--- config.mk ---
export PLATFORM = sky130hd
export DESIGN_NAME = serial_add_seq
export DESIGN_NICKNAME = d
export VERILOG_FILES = /design/src/rtl/serial_add_seq_pkg.sv /design/src/rtl/serial_add_seq_fa_cell.sv /design/src/rtl/serial_add_seq.sv
export SDC_FILE = /design/constraint.sdc
export NUM_CORES = 1
export LEC_CHECK = 0
export CORE_MARGIN = 2
export CORE_UTILIZATION = 35
export DETAILED_ROUTE_END_ITERATION = 12
export PLACE_DENSITY_LB_ADDON = 0.1
export SYNTH_ARGS = -nofsm -noshare
export SYNTH_HDL_FRONTEND = slang
export SYNTH_SLANG_ARGS = --single-unit
--- constraint.sdc ---
create_clock -name clk -period 3.85 [get_ports clk]
set_input_delay 1.155 -clock clk [delete_from_list [all_inputs] [get_ports clk]]
set_output_delay 1.155 -clock clk [all_outputs]
set_load 0.01 [all_outputs]
--- src/rtl/serial_add_seq_pkg.sv ---
// Shared constants for the bit-serial adder: state encoding and default sizing.
package serial_add_seq_pkg;

  localparam int DEF_WIDTH = 8;
  localparam int DEF_CNT_W = $clog2(DEF_WIDTH);

  typedef enum logic [1:0] {
    ST_IDLE  = 2'd0,
    ST_SHIFT = 2'd1,
    ST_DONE  = 2'd2
  } state_e;

endpackage

--- src/rtl/serial_add_seq_fa_cell.sv ---
// One-bit combinational full adder used as the serial adder's arithmetic cell.
module fa_cell (
  input  logic a,
  input  logic b,
  input  logic c,
  output logic s,
  output logic co
);

  assign s  = a ^ b ^ c;
  assign co = (a & b) | (a & c) | (b & c);

endmodule

--- src/rtl/serial_add_seq.sv ---
// Bit-serial WIDTH-bit adder: one full-adder cell fed LSB first, start/busy/done handshake.
// Defining SERIAL_ADD_OVF_EN adds a two's-complement overflow output held with sum.
module serial_add_seq
  import serial_add_seq_pkg::*;
#(
  parameter int WIDTH = DEF_WIDTH
) (
  input  logic             clk,
  input  logic             rst,
  input  logic             start,
  input  logic [WIDTH-1:0] a,
  input  logic [WIDTH-1:0] b,
  input  logic             cin,
  output logic             busy,
  output logic             done,
  output logic [WIDTH-1:0] sum,
  output logic             cout
`ifdef SERIAL_ADD_OVF_EN
  ,
  output logic             ovf
`endif
);

  localparam int CNT_W = (WIDTH > 1) ? $clog2(WIDTH) : 1;
  localparam logic [CNT_W-1:0] LAST_CNT = CNT_W'(WIDTH - 1);

  state_e             state_q, state_d;
  logic [WIDTH-1:0]   a_q, a_d;
  logic [WIDTH-1:0]   b_q, b_d;
  logic [WIDTH-1:0]   res_q, res_d;
  logic [WIDTH-1:0]   sum_q, sum_d;
  logic [CNT_W-1:0]   cnt_q, cnt_d;
  logic               carry_q, carry_d;
  logic               cout_q, cout_d;
  logic               fa_s, fa_co;
`ifdef SERIAL_ADD_OVF_EN
  logic               ovf_q, ovf_d;
`endif

  fa_cell u_fa (
    .a  (a_q[0]),
    .b  (b_q[0]),
    .c  (carry_q),
    .s  (fa_s),
    .co (fa_co)
  );

  always_comb begin
    state_d = state_q;
    a_d     = a_q;
    b_d     = b_q;
    res_d   = res_q;
    sum_d   = sum_q;
    cnt_d   = cnt_q;
    carry_d = carry_q;
    cout_d  = cout_q;
`ifdef SERIAL_ADD_OVF_EN
    ovf_d   = ovf_q;
`endif
    case (state_q)
      ST_IDLE: begin
        if (start) begin
          a_d     = a;
          b_d     = b;
          carry_d = cin;
          cnt_d   = '0;
          state_d = ST_SHIFT;
        end
      end
      ST_SHIFT: begin
        carry_d = fa_co;
        res_d   = {fa_s, res_q[WIDTH-1:1]};
        a_d     = a_q >> 1;
        b_d     = b_q >> 1;
        cnt_d   = cnt_q + 1'b1;
        // Final bit: publish the whole result at once so partial sums never leak out.
        if (cnt_q == LAST_CNT) begin
          sum_d   = {fa_s, res_q[WIDTH-1:1]};
          cout_d  = fa_co;
`ifdef SERIAL_ADD_OVF_EN
          ovf_d   = carry_q ^ fa_co;
`endif
          cnt_d   = '0;
          state_d = ST_DONE;
        end
      end
      ST_DONE: state_d = ST_IDLE;
      default: state_d = ST_IDLE;
    endcase
  end

  always_ff @(posedge clk or posedge rst) begin
    if (rst) begin
      state_q <= ST_IDLE;
      a_q     <= '0;
      b_q     <= '0;
      res_q   <= '0;
      sum_q   <= '0;
      cnt_q   <= '0;
      carry_q <= 1'b0;
      cout_q  <= 1'b0;
`ifdef SERIAL_ADD_OVF_EN
      ovf_q   <= 1'b0;
`endif
    end else begin
      state_q <= state_d;
      a_q     <= a_d;
      b_q     <= b_d;
      res_q   <= res_d;
      sum_q   <= sum_d;
      cnt_q   <= cnt_d;
      carry_q <= carry_d;
      cout_q  <= cout_d;
`ifdef SERIAL_ADD_OVF_EN
      ovf_q   <= ovf_d;
`endif
    end
  end

  assign busy = (state_q != ST_IDLE);
  assign done = (state_q == ST_DONE);
  assign sum  = sum_q;
  assign cout = cout_q;
`ifdef SERIAL_ADD_OVF_EN
  assign ovf  = ovf_q;
`endif

endmodule

==> results.txt, run 1 <==
Status -> finished clean
RSZ-0062 raised after global routing -> false
Syn. warnings -> 0
Slew headroom -> 56.3%
Seq cells post-synth -> 38
Area Overhead vs Synth -> 24.9%
Vias in the first global route -> 1249
# diodes -> 0
First-pass GRT wire length -> 5.85 mm
MaxCap Viol Count -> 0
Slew @ Worst Pin -> 0.654 ns
Initial antenna violation count -> 0
Clock Path Buffers -> 2
Pins Over Slew Limit -> 0
Clock Tree Root -> clkbuf_8
Non-filler cells, final -> 242
CP arrival -> 1.67 ns
CTS tree -> done
Hold Path Class -> reg2reg
Setup TNS -> 0 ns
Max IR drop VDD -> 0.000317 V
Starting density of the core -> 36.8%
Cell Area, Synth -> 1770 sq um
Mapped Nets -> 167
Worst clock skew -> 0.00784 ns
Post-route ant nets -> 0
Core Area -> 4820 sq um
Via Count -> 1221
WP data required -> 2.69 ns
Critical path class -> reg2out
Crit Path Max Fanout -> 27
Final Wtd Congestion -> 0.738
CP endpoint kind -> output pin
Layout cells sized above 1 -> 20.0%
Die height -> 75.1 microns
Cell Pwr Density -> 745 nW/um^2
# hold bufs at CTS -> 0
Final period util -> 73.5%
Synth async-reset ratio -> 100%
CTS Buf Count -> 5
Largest net degree at the start of global routing -> 28
Synth cell types -> 28
Chip width -> 75.1 microns
Number of synthesized flops with an enable pin -> 0
Worst path bufs/invs -> 2
CP max-delay cell -> clkdlybuf4s50_1
Placed cells -> 234
Total GRT Usage -> 13.6%
Initial DRC Count -> 46
Fmax -> 0.353 GHz
Static leakage -> 0.000920 uW
WL/cell -> 14.3 microns
IO buf count -> 30
CP Launch Type -> flop
Residual DRC -> 0
Clock Sink Count -> 38
Setup Buffers After CTS -> 0
Crit-path cells -> buf_4 -> nor2b_1 -> clkdlybuf4s50_1
Avg Inst Size Synth -> 12.3 sq um
WL final -> 3.47 mm
Clock Latency Late Sink -> 0.28 ns
Sequential-to-total area share from yosys stat -> 53.7%
Most used DFF post-synth -> dfrtp_1
Hpwl dp -> 2.31 mm
Avg Vias per Cell -> 5.05
Rows -> 25
Finish-stage setup viols -> 0
Grt ovf -> 0
Tmin final -> 2.83 ns
Cells after synthesis -> 144
Slowest stage delay, CP -> 0.54 ns
I/O pin cnt -> 31
Htree depth -> 2
Cts repair resizes -> 0
Clock transition at path regs -> 0.08 ns
Final-report hold violation count -> 0
Initial DRT Pass Iterations -> 4
Final nets -> 197
Cell family with most CP delay -> buffers and inverters
Die area -> 5650 sq um
## power breakdown
part / leakage, uW / internal (uW) / switching [uW]
logic: 0.000428 / 383 / 276
clock network: 0.0000482 / 145 / 132
registers: 0.000444 / 593 / 120
total: 0.000920 / 1120 / 528
## routing by layer
layer | share of wire [%] | track usage (%) | vias to the layer above | wire length (microns)
met3 | 3.2 | 3.61 | 2 | 111
li1 | - | - | 577 | -
met2 | 50 | 21.7 | 21 | 1730
met5 | 0 | 0 | - | 0
met4 | 0.55 | 3.51 | 0 | 19
met1 | 46 | 18.4 | 621 | 1610
## cells in the final DEF, fill, tap and decap left out, types with 5 or more instances in the layout
cell,n
nor2_1,5
nor4b_1,11
nor3b_1,7
mux2_2,16
clkdlybuf4s50_1,30
a211oi_1,7
buf_4,5
clkbuf_8,6
inv_1,14
dfrtp_1,38
## Yosys cell counts, drive strengths merged (2+ instances only)
library cell	number	area [sq um]
dfrtp	38	951
mux2	16	180
inv	14	52.6
buf	11	67.6
nor4b	11	96.3
a211oi	7	52.6
nor3b	7	52.6
nor2	5	18.8
a221oi	4	35.0
o221a	4	45.0
or4b	4	40.0
nand2	3	11.3
nand2b	3	18.8
a22o	2	17.5
ha	2	25.0
nor2b	2	12.5
## flip-flops by register name, summed over array words and instances, names as in the netlist
| name | flops |
|---|---|
| b_q | 8 |
| carry_q | 1 |
| a_q | 8 |
| state_q | 2 |
| sum | 8 |
| cnt_q | 3 |
| cout | 1 |
| res_q | 7 |
## worst register-to-register path: stages (launching register included)
cell and delay, ns:
dfrtp_1 0.48, buf_4 0.32, nor2b_1 0.57, mux2_2 0.41
## layout make-up
cell class | instances | area [sq um]
clock inverters | 1 | 5.00
multi-input cells | 80 | 697
well taps | 67 | 83.8
flip-flops and latches | 38 | 951
repair buffers | 35 | 338
inverters | 14 | 52.6
fillers | 464 | 2600
clock buffers | 7 | 86.3
## stage by stage
step,utilization (%),power [uW],worst slack (ns),hold slack [ns],area (sq um)
after CTS,45.9,1670,1.01,0.509,2210
after floorplan,-,1170,1.72,0.457,1770
after global placement,44.1,1360,1.05,0.472,2120
final,45.9,1650,1.02,0.506,2210
after global routing,45.9,1790,0.938,0.530,2210
after detailed placement,44.1,1390,0.947,0.493,2120
## cells by family after synthesis
logic type | Yosys count | share of synthesized area [%]
adders and majority gates | 3 | 2.54
muxes | 16 | 10.2
DFF | 38 | 53.7
and+or+nand+nor | 38 | 15.4
buffers and inverters | 26 | 6.99
AOI/OAI and AO/OA | 23 | 11.2
## worst paths after layout
| kind | start | endpoint | slack [ns] | depth (start not counted) |
|---|---|---|---|---|
| hold reg to reg | sum[0] | sum[0] | 0.51 | 1 |
| max in group asynchronous | rst | b_q[2] | 1.93 | 3 |
| setup reg to reg | state_q[0] | res_q[5] | 1.96 | 3 |
| setup / recovery | state_q[0] | done | 1.02 | 3 |
| min in group asynchronous | rst | state_q[1] | 1.26 | 2 |
| hold / removal | sum[0] | sum[0] | 0.51 | 1 |
(Power assumes the default switching activity.)
==> run 2, diff against run 1 <==
Clock period 3.85 ns to 2.4 ns, I/O delays scaled along.
==> run 2 against run 1 <==
Compared with the run above:
- sequential share of layout area fell by 0.69 points
- final cell count increased by 0.41%
- combinational power is 64% higher
- total power increased by 67%
- clock skew is 0.0035 ns lower
- design area up 1.6%
- global-route usage grew 0.17 points
- count of clock-buffer cells in the layout down 1
- clock power increased by 100%
==> results.txt, run 2 (same netlist as run 1, synthesis figures left out) <==
CTS Buf Count -> 5 (unchanged)
Most frequent cells in the layout -> dfrtp_1 (38), clkdlybuf4s50_1 (30), mux2_2 (16), inv_1 (14), nor4b_1 (11)
Pins Over Slew Limit -> 0 (unchanged)
Total GRT Usage -> 13.8% (+0.17 points)
Max IR drop VDD -> 0.000542 V (+71%)
Initial DRC Count -> 62 (+35%)
Clock Tree Root -> clkbuf_8
Clock Path Buffers -> 2 (unchanged)
Worst r2r path cells -> 4 (+1)
IO buf count -> 30 (unchanged)
WL final -> 3.37 mm (-2.9%)
# fillers -> 456 (-1.7%)
MaxCap Viol Count -> 0 (unchanged)
Rows -> 25 (unchanged)
Largest net degree at the start of global routing -> 39 (+39%)
Setup TNS -> 0 ns (unchanged)
Avg Vias per Cell -> 5.03 (-0.33%)
Final period util -> 92.8%
Non-filler cells, final -> 243 (+0.41%)
Static leakage -> 0.000939 uW (+2.1%)
Starting density of the core -> 36.8% (unchanged)
# hold bufs at CTS -> 0 (unchanged)
Finish-stage setup viols -> 0 (unchanged)
Placed cells -> 236 (+0.85%)
Die height -> 75.1 microns (unchanged)
Residual DRC -> 0 (unchanged)
Final nets -> 199 (+1.0%)
Final WS setup -> 0.174 ns (-0.847 ns)
CP max-delay cell -> clkdlybuf4s50_1
CP Launch Type -> flop
Tmin final -> 2.23 ns
First-pass GRT wire length -> 5.80 mm (-0.84%)
Initial DRT Pass Iterations -> 6 (+2)
WP data required -> 1.68 ns (-1.01 ns)
Post-route ant nets -> 0 (unchanged)
Setup WS pre-CTS -> 0.315 ns (-0.631 ns)
RSZ-0062 raised after global routing -> false
RR Endpoint -> sum[5]
Fin Hold WS -> 0.497 ns (-0.00952 ns)
Slowest stage delay, CP -> 0.48 ns (-0.06 ns)
Status -> finished clean
Slew headroom -> 54.9% (-1.5 points)
Hold Path Sink -> b_q[7]
Grt ovf -> 0 (unchanged)
Die area -> 5650 sq um (unchanged)
Crit-path cells -> or2_2 -> clkdlybuf4s50_1
Critical path class -> reg2out
Cell Pwr Density -> 1230 nW/um^2 (+65%)
Via Count -> 1222 (+0.082%)
I/O pin cnt -> 31 (unchanged)
Clock Latency Late Sink -> 0.29 ns (about the same)
Cts repair resizes -> 0 (unchanged)
Slew @ Worst Pin -> 0.675 ns (+0.0212 ns)
Layout cells sized above 1 -> 21.0% (+1.0 points)
Worst path bufs/invs -> 1 (-1)
Cell family with most CP delay -> buffers and inverters
Fmax -> 0.449 GHz
Worst hold stages -> 1 (unchanged)
Hold wc startpoint -> b_q[7]
CP endpoint kind -> output pin
Clock Sink Count -> 38 (unchanged)
Chip width -> 75.1 microns (unchanged)
Core Area -> 4820 sq um (unchanged)
Most common cell after layout, fill and taps aside -> dfrtp_1
R2R Path Start -> cnt_q[0]
CP arrival -> 1.51 ns (-0.16 ns)
WL/cell -> 13.9 microns (-3.3%)
Final-report hold violation count -> 0 (unchanged)
Hold Path Class -> reg2reg
Area Overhead vs Synth -> 27.0%
Setup Buffers After CTS -> 0 (unchanged)
# diodes -> 0 (unchanged)
Initial antenna violation count -> 0 (unchanged)
Htree depth -> 2 (unchanged)
Clock transition at path regs -> 0.07 ns (about the same)
CTS tree -> done
Hpwl dp -> 2.25 mm (-2.6%)
Post-layout util -> 46.7% (+0.75 points)
Final Wtd Congestion -> 0.720 (-2.4%)
Worst clock skew -> 0.00438 ns (-0.00346 ns)
Crit Path Max Fanout -> 4 (-85%)
Vias in the first global route -> 1212 (-3.0%)
Setup slack, reg-to-reg -> 0.63 ns (-1.33 ns)
run 2: cell count changes in the layout (fill, tap and decap cells not counted), sizes merged:
cell,delta
clkinv,-1
bufinv,+1
clkbuf,-1
buf,+2
run 2: worst max path at each step:
stage | endpoint | start | depth (start not counted)
after CTS | busy | state_q[1] | 2
after floorplan | done | state_q[1] | 3
final | busy | state_q[1] | 2
after global placement | b_q[0] | start | 4
after detailed placement | b_q[6] | start | 4
after global routing | busy | state_q[1] | 2
run 2: through the flow:
stage                     total power [uW]  area [sq um]
final                                 2760          2250
after global routing                  2980          2250
after CTS                             2800          2250
after detailed placement              2240          2140
after global placement                2200          2140
after floorplan                       1880          1770
run 2: per-layer routing:
layer  global-route usage [%]  vias to the layer above  wire length, microns
li1                         -                      582                     -
met1                     18.5                      606                  1570
met2                     21.2                       29                  1580
met3                     4.02                        5                   157
met4                     5.26                        0                    54
met5                        0                        -                     0
run 2: layout make-up:
class	instances	area, sq um	area share, %
well taps	67	83.8	3.73
clock buffers	6	82.6	3.67
repair buffers	37	353	15.7
inverters	14	52.6	2.34
clock inverters	1	30.0	1.33
flip-flops and latches	38	951	42.3
multi-input cells	80	697	31.0
run 2: power breakdown:
part | switching (uW) | total, uW | internal, uW
combinational | 451 | 1080 | 628
sequential | 174 | 1130 | 951
clock | 222 | 554 | 333
total | 847 | 2760 | 1910
